`src/rtl/uart_pkg.sv`:
```
// Shared encodings, receiver states and majority-sample helpers for the parametrised UART receiver.
package uart_pkg;

   localparam logic [1:0] PAR_NONE = 2'b00;
   localparam logic [1:0] PAR_EVEN = 2'b01;
   localparam logic [1:0] PAR_ODD  = 2'b10;

   typedef enum logic [2:0] {
      IDLE,
      START,
      DATA,
      PARITY,
      STOP,
      BREAK
   } rx_state_t;

   // Three consecutive samples centred on the middle of a bit.
   function automatic int unsigned majFirstTick(input int unsigned oversample);
      return oversample / 2 - 1;
   endfunction

   function automatic int unsigned majMidTick(input int unsigned oversample);
      return oversample / 2;
   endfunction

   function automatic int unsigned majLastTick(input int unsigned oversample);
      return oversample / 2 + 1;
   endfunction

endpackage

```
`src/rtl/uart_baud_tick.sv`:
```
// Oversample tick generator: one-clock pulse every baudDiv clocks (0 acts as 1), restartable.
module uart_baud_tick #(
   parameter int unsigned DIV_WIDTH = 16
) (
   input  logic                 clk_input,
   input  logic                 rst_input,
   input  logic                 restart,
   input  logic [DIV_WIDTH-1:0] baudDiv,
   output logic                 tick_c
);

   logic [DIV_WIDTH-1:0] divCnt;
   logic [DIV_WIDTH-1:0] lastCnt;

   assign lastCnt = (baudDiv == '0) ? '0 : baudDiv - DIV_WIDTH'(1);
   // >= keeps the counter from running away if the divisor shrinks mid-count.
   assign tick_c  = (divCnt >= lastCnt);

   always_ff @(posedge clk_input) begin
      if (rst_input) begin
         divCnt <= '0;
      end else if (restart || tick_c) begin
         divCnt <= '0;
      end else begin
         divCnt <= divCnt + DIV_WIDTH'(1);
      end
   end

endmodule

```
`src/rtl/uart_rx_param.sv`:
```
// Parametrised UART receiver with majority sampling, error flags and valid/ready output.
// Define UART_RX_FIFO_EN to replace the single holding register with a FIFO_DEPTH-entry FIFO.
module uart_rx_param
   import uart_pkg::*;
#(
   parameter int unsigned DATA_BITS  = 8,
   parameter int unsigned OVERSAMPLE = 16,
   parameter int unsigned DIV_WIDTH  = 16,
   parameter int unsigned FIFO_DEPTH = 4
) (
   input  logic                 clk_input,
   input  logic                 rst_input,
   input  logic                 rx_pin,
   input  logic [DIV_WIDTH-1:0] baud_div,
   input  logic [1:0]           parity_mode,
   input  logic                 two_stop,
   output logic [DATA_BITS-1:0] data_output,
   output logic                 data_valid,
   input  logic                 data_ready,
   output logic                 parity_err,
   output logic                 frame_err,
   output logic                 overrun,
   input  logic                 overrun_clr,
   output logic                 busy
);

   localparam int unsigned TickW   = $clog2(OVERSAMPLE);
   localparam int unsigned BitCntW = $clog2(DATA_BITS);
   localparam logic [TickW-1:0]   MajFirst = TickW'(majFirstTick(OVERSAMPLE));
   localparam logic [TickW-1:0]   MajMid   = TickW'(majMidTick(OVERSAMPLE));
   localparam logic [TickW-1:0]   MajLast  = TickW'(majLastTick(OVERSAMPLE));
   localparam logic [TickW-1:0]   BitLast  = TickW'(OVERSAMPLE - 1);
   localparam logic [BitCntW-1:0] DataLast = BitCntW'(DATA_BITS - 1);

   if (DATA_BITS < 5 || DATA_BITS > 9) begin : gBadDataBits
      $error("uart_rx_param: DATA_BITS must be 5..9");
   end
   if (OVERSAMPLE != 8 && OVERSAMPLE != 16) begin : gBadOversample
      $error("uart_rx_param: OVERSAMPLE must be 8 or 16");
   end
   if (FIFO_DEPTH < 2 || (FIFO_DEPTH & (FIFO_DEPTH - 1)) != 0) begin : gBadFifoDepth
      $error("uart_rx_param: FIFO_DEPTH must be a power of 2, at least 2");
   end

   logic                 rxSync1, rxSync2, rxPrev, armed;
   logic [1:0]           syncFill;
   rx_state_t            state, nextState;
   logic                 tick_c;
   logic [TickW-1:0]     tickIdx;
   logic [BitCntW-1:0]   bitCnt;
   logic                 stopCnt;
   logic [1:0]           samples;
   logic [DATA_BITS-1:0] shiftReg;
   logic                 parErrPend, frmErrPend;
   logic                 startEdge, majPoint, bitEnd, majBit, parityOn, lastStop;
   logic                 parMismatch, wordDone, wordFErr, wordPErr;

   // Synchroniser plus edge flop; armed only once the real line has been seen high.
   always_ff @(posedge clk_input) begin
      if (rst_input) begin
         rxSync1  <= 1'b1;
         rxSync2  <= 1'b1;
         rxPrev   <= 1'b1;
         syncFill <= 2'b00;
         armed    <= 1'b0;
      end else begin
         rxSync1  <= rx_pin;
         rxSync2  <= rxSync1;
         rxPrev   <= rxSync2;
         syncFill <= {syncFill[0], 1'b1};
         armed    <= armed | (syncFill[1] & rxSync2);
      end
   end

   assign startEdge = (state == IDLE) && armed && rxPrev && !rxSync2;

   uart_baud_tick #(
      .DIV_WIDTH (DIV_WIDTH)
   ) uBaudTick (
      .clk_input (clk_input),
      .rst_input (rst_input),
      .restart   (startEdge),
      .baudDiv   (baud_div),
      .tick_c    (tick_c)
   );

   assign majPoint    = tick_c && (tickIdx == MajLast);
   assign bitEnd      = tick_c && (tickIdx == BitLast);
   assign majBit      = (samples[0] & samples[1]) | (samples[0] & rxSync2) | (samples[1] & rxSync2);
   assign parityOn    = (parity_mode == PAR_EVEN) || (parity_mode == PAR_ODD);
   assign lastStop    = (stopCnt == two_stop);
   assign parMismatch = ((^shiftReg) ^ majBit) != (parity_mode == PAR_ODD);
   assign wordFErr    = frmErrPend | ~majBit;
   assign wordPErr    = parErrPend;

   always_ff @(posedge clk_input) begin
      if (rst_input) begin
         state <= IDLE;
         busy  <= 1'b0;
      end else begin
         state <= nextState;
         busy  <= (nextState != IDLE);
      end
   end

   always_comb begin
      nextState = state;
      wordDone  = 1'b0;
      case (state)
         IDLE:   if (startEdge) nextState = START;
         START: begin
            if (majPoint && majBit) nextState = IDLE;
            else if (bitEnd)        nextState = DATA;
         end
         DATA:   if (bitEnd && bitCnt == DataLast) nextState = parityOn ? PARITY : STOP;
         PARITY: if (bitEnd) nextState = STOP;
         STOP: begin
            if (majPoint && lastStop) begin
               wordDone  = 1'b1;
               nextState = (wordFErr && shiftReg == '0) ? BREAK : IDLE;
            end
         end
         BREAK:  if (rxSync2) nextState = IDLE;
         default: nextState = IDLE;
      endcase
   end

   // Bit timing, sample capture and per-frame error accumulation.
   always_ff @(posedge clk_input) begin
      if (rst_input) begin
         tickIdx    <= '0;
         bitCnt     <= '0;
         stopCnt    <= 1'b0;
         samples    <= 2'b11;
         shiftReg   <= '0;
         parErrPend <= 1'b0;
         frmErrPend <= 1'b0;
      end else if (state == IDLE) begin
         tickIdx    <= '0;
         bitCnt     <= '0;
         stopCnt    <= 1'b0;
         parErrPend <= 1'b0;
         frmErrPend <= 1'b0;
      end else if (tick_c) begin
         tickIdx <= (tickIdx == BitLast) ? '0 : tickIdx + TickW'(1);
         if (tickIdx == MajFirst) samples[0] <= rxSync2;
         if (tickIdx == MajMid)   samples[1] <= rxSync2;
         if (tickIdx == MajLast) begin
            case (state)
               DATA:    shiftReg <= {majBit, shiftReg[DATA_BITS-1:1]};
               PARITY:  if (parMismatch) parErrPend <= 1'b1;
               STOP:    if (!majBit) frmErrPend <= 1'b1;
               default: ;
            endcase
         end
         if (tickIdx == BitLast) begin
            case (state)
               DATA:    bitCnt  <= bitCnt + BitCntW'(1);
               STOP:    stopCnt <= 1'b1;
               default: ;
            endcase
         end
      end
   end

`ifdef UART_RX_FIFO_EN
   localparam int unsigned PtrW   = $clog2(FIFO_DEPTH);
   localparam int unsigned PtrExW = PtrW + 1;
   localparam int unsigned EntryW = DATA_BITS + 2;

   logic [EntryW-1:0] fifoMem [FIFO_DEPTH];
   logic [PtrW:0]     wrPtr, rdPtr;
   logic              fifoEmpty, fifoFull, fifoPop, fifoPush;

   assign fifoEmpty = (wrPtr == rdPtr);
   assign fifoFull  = (wrPtr[PtrW] != rdPtr[PtrW]) && (wrPtr[PtrW-1:0] == rdPtr[PtrW-1:0]);
   assign fifoPop   = !fifoEmpty && data_ready;
   assign fifoPush  = wordDone && (!fifoFull || fifoPop);

   assign data_valid = !fifoEmpty;
   assign {frame_err, parity_err, data_output} = fifoMem[rdPtr[PtrW-1:0]];

   always_ff @(posedge clk_input) begin
      if (rst_input) begin
         for (int unsigned i = 0; i < FIFO_DEPTH; i++) fifoMem[i] <= '0;
         wrPtr   <= '0;
         rdPtr   <= '0;
         overrun <= 1'b0;
      end else begin
         if (fifoPush) begin
            fifoMem[wrPtr[PtrW-1:0]] <= {wordFErr, wordPErr, shiftReg};
            wrPtr <= wrPtr + PtrExW'(1);
         end
         if (fifoPop) rdPtr <= rdPtr + PtrExW'(1);
         if (wordDone && !fifoPush) overrun <= 1'b1;
         else if (overrun_clr)      overrun <= 1'b0;
      end
   end
`else
   logic holdPop;

   assign holdPop = data_valid && data_ready;

   // Single holding register; a word arriving while one is still held is dropped.
   always_ff @(posedge clk_input) begin
      if (rst_input) begin
         data_output <= '0;
         data_valid  <= 1'b0;
         parity_err  <= 1'b0;
         frame_err   <= 1'b0;
         overrun     <= 1'b0;
      end else begin
         if (wordDone && (!data_valid || holdPop)) begin
            data_output <= shiftReg;
            parity_err  <= wordPErr;
            frame_err   <= wordFErr;
            data_valid  <= 1'b1;
         end else if (holdPop) begin
            data_valid  <= 1'b0;
         end
         if (wordDone && data_valid && !holdPop) overrun <= 1'b1;
         else if (overrun_clr)                   overrun <= 1'b0;
      end
   end
`endif

endmodule
```
`config.mk`:
```
export PLATFORM = sky130hd
export DESIGN_NAME = uart_rx_param
export DESIGN_NICKNAME = d
export VERILOG_FILES = /design/src/rtl/uart_pkg.sv /design/src/rtl/uart_baud_tick.sv /design/src/rtl/uart_rx_param.sv
export SDC_FILE = /design/constraint.sdc
export NUM_CORES = 1
export LEC_CHECK = 0
export BUFFER_PORTS_ARGS = -buffer_cell sky130_fd_sc_hd__buf_2
export CAP_MARGIN = 25
export CORE_MARGIN = 3
export CORE_UTILIZATION = 30
export CTS_CLUSTER_DIAMETER = 50
export DETAILED_ROUTE_END_ITERATION = 7
export HOLD_SLACK_MARGIN = 0.08
export PLACE_DENSITY = 0.51
export RECOVER_POWER = 50
export SLEW_MARGIN = 20
export SYNTH_ARGS = -nofsm -noshare
export SYNTH_HDL_FRONTEND = slang
export SYNTH_HIERARCHICAL = 1
export SYNTH_SLANG_ARGS = --single-unit
```
`constraint.sdc`:
```
create_clock -name clk_input -period 4.65 [get_ports clk_input]
set_clock_uncertainty 0.1 [all_clocks]
set_input_delay 0.93 -clock clk_input [delete_from_list [all_inputs] [get_ports clk_input]]
set_output_delay 0.93 -clock clk_input [all_outputs]
set_load 0.005 [all_outputs]
```
==> flow_metrics.py <==
metrics = {
    "clock_tree": {
        "cts_sinks": 58,
        "hold_buffers": 0,
        "cts_tree": "built",
        "h-tree-depth": 3,
        "numCtsBuffers": 9,
        "cts_resized": 0,
        "clkLatencyLatePin_ps": 340,
        "cts-root-buf": "clkbuf_8",
        "path_clk_slew_ps": 70,
        "post_cts_buffers": 0,
        "cts_buffer_depth": 2,
    },
    "worst_setup_path": {
        "critPathCaptureType": "flip-flop",
        "cp.arrival_ps": 4420,
        "crit_type": "in2reg",
        "worst_ep_required_time_ps": 4770,
        "crit_fanout": 5,
        "start_kind": "primary input",
    },
    "floorplan": {
        "die_y_um": 110,
        "io-pin-count": 37,
        "die_area_um2": 12100,
        "die_width_um": 110,
        "row_count": 37,
        "start_util_pct": 31.2,
        "coreArea_um2": 10400,
    },
    "sta": {
        "clock.fmax_mhz": 233,
        "rsz0062_at_grt": "false",
        "setup_viol": 0,
        "layout_min_cycle_time_ps": 4300,
        "maxSlewViolCount": 0,
        "slew_headroom_pct": 46.8,
        "fin_ws_ps": 353,
        "timing_worst_slew_pin_value_ps": 795,
        "hold_violations": 0,
        "post-route-period-util_pct": 92.4,
    },
    "detailed_routing": {
        "drt_iter0_drc": 108,
        "postRouteAntennaNets": 0,
        "wl_um": 6760,
        "routed-via-count": 2675,
        "avgRoutedWirePerCell_um": 12.0,
        "vias_per_cell": 4.74,
        "first_pass_iters": 4,
        "drc": 0,
    },
    "yosys": {
        "synth_edf_count": 0,
        "syn_area_um2": 3250,
        "syn_nets": 432,
        "synth_warnings": 6,
        "synth-seq-cells": 58,
        "yosysUniqueCellTypes": 53,
        "synthCells": 379,
        "synth_flop_cell": "dfxtp_1",
        "synth.avg_cell_area_um2": 8.58,
        "synthArstFlopShare_pct": 0,
        "yosysSeqAreaShare_pct": 35.7,
    },
    "finish": {
        "drive_gt1_share_pct": 14.3,
        "mostFrequentLayoutCells": "58 x dfxtp_1, 45 x nor2_1, 42 x nand2_1, 29 x ha_1, 24 x buf_2",
        "multiInputGateArea_um2": 1930,
        "n_antenna_cell": 0,
        "fill_cells": 1087,
        "seq_area_um2": 1160,
        "syn2layout_area_growth_pct": 16.8,
        "final_nets": 476,
        "final_common_cell": "dfxtp_1",
        "post-route-util_pct": 36.5,
        "design_area_um2": 3800,
    },
    "global_routing": {
        "grt_max_degree": 30,
        "antenna_found_initial": 0,
        "gr-total-overflow": 0,
        "grt_pass1_wl_um": 11600,
        "grt_usage_pct": 12.1,
        "grt_pass1_vias": 2476,
    },
    "placement": {
        "dp_hpwl_um": 5100,
        "place_ws_ps": -6.57,
        "place_area_um2": 3620,
        "place_congestion": 0.823,
        "io_buffers": 36,
    },
    "outcome": {
        "status": "complete, no violations",
    },
    "pwr": {
        "ir_drop_mv": 0.109,
        "power_density_nw_per_um2": 276,
        "p_leak_uw": 0.00149,
        "power_uw": 1050,
    },
    "run": {
        "max-cap-violations": 0,
    },
    "hold_path": {
        "hp-class": "reg2reg",
    },
}
==> critical path, cell delays in order <==
cell,delay (ps)
clkbuf_1,110
inv_1,90
ha_1,170
or3b_2,500
and3b_1,300
nand2_1,90
xnor2_1,130
nand2_1,70
ha_1,300
nand4_1,110
nor2_1,170
o21ai_0,130
nand3_1,180
and4b_4,290
and3b_1,170
nor4b_1,50
o31a_1,310
or3_1,350
==> synth_stat cells, drive strengths merged (4+ instances only) <==
library cell,count,area (um^2)
dfxtp,58,1160
clkbuf,7,26.3
nor3b,4,40.0
nand3,20,100
xor2,18,158
nand4,8,62.6
nor2,45,169
buf,7,52.5
inv,21,78.8
nor3,11,55.1
xnor2,18,158
nand2b,5,38.8
o21ai,6,30.0
ha,29,363
a21oi,23,115
mux2i,10,100
nand2,42,158
==> path summary, 6_finish.rpt <==
path,from,end,slack [ps],depth (start not counted)
worst max register to register,uBaudTick/divCnt[0],busy,1620,11
worst min-delay path,rxSync1,rxSync2,310,1
worst max-delay path,baud_div[1],busy,350,18
worst min register to register,rxSync1,rxSync2,310,1
==> through the flow <==
stage | std cells | hold slack [ps] | setup TNS [ps]
after floorplan | 379 | 289 | 0
after global placement | 548 | 298 | -15.4
after detailed placement | 548 | 302 | -6.57
after CTS | 564 | 320 | 0
after global routing | 564 | 335 | 0
final | 564 | 312 | 0
==> state kept, by name, indices dropped and copies added (netlist names), 2 cells and up <==
name / flops
bitCnt: 3
tickIdx: 4
shiftReg: 8
syncFill: 2
state: 3
samples: 2
uBaudTick/divCnt: 16
data_output: 8
==> power breakdown <==
group          switching, uW  total (uW)  internal, uW
logic                   36.7        68.7          32.0
clock network            208         470           261
registers               6.27         508           502
==> cell families after synthesis <==
family	count (synthesis)	share of synthesized area, %
simple gates	165	26.7
buf+inv	35	4.85
fa+ha+maj	30	11.5
flops	58	35.7
mux	10	3.08
compound gates	45	8.50
xor+xnor	36	9.70
==> routing by layer <==
| metal | GRT usage, % | wire (um) | share of wire (%) |
|---|---|---|---|
| met5 | 0 | 0 | 0 |
| met4 | 3.96 | 63 | 0.93 |
| met3 | 3.38 | 247 | 3.7 |
| met2 | 18.3 | 3090 | 46 |
| met1 | 16.6 | 3360 | 50 |
==> layout make-up <==
class                      count  area share (%)
multi-input combinational    286            50.7
sequential                    58            30.6
timing repair buffer          47            6.75
tap                          136            4.48
clock buffer                  10            3.62
inverter                      21            2.08
clock inverter                 6            1.75
(Power assumes the default switching activity.)
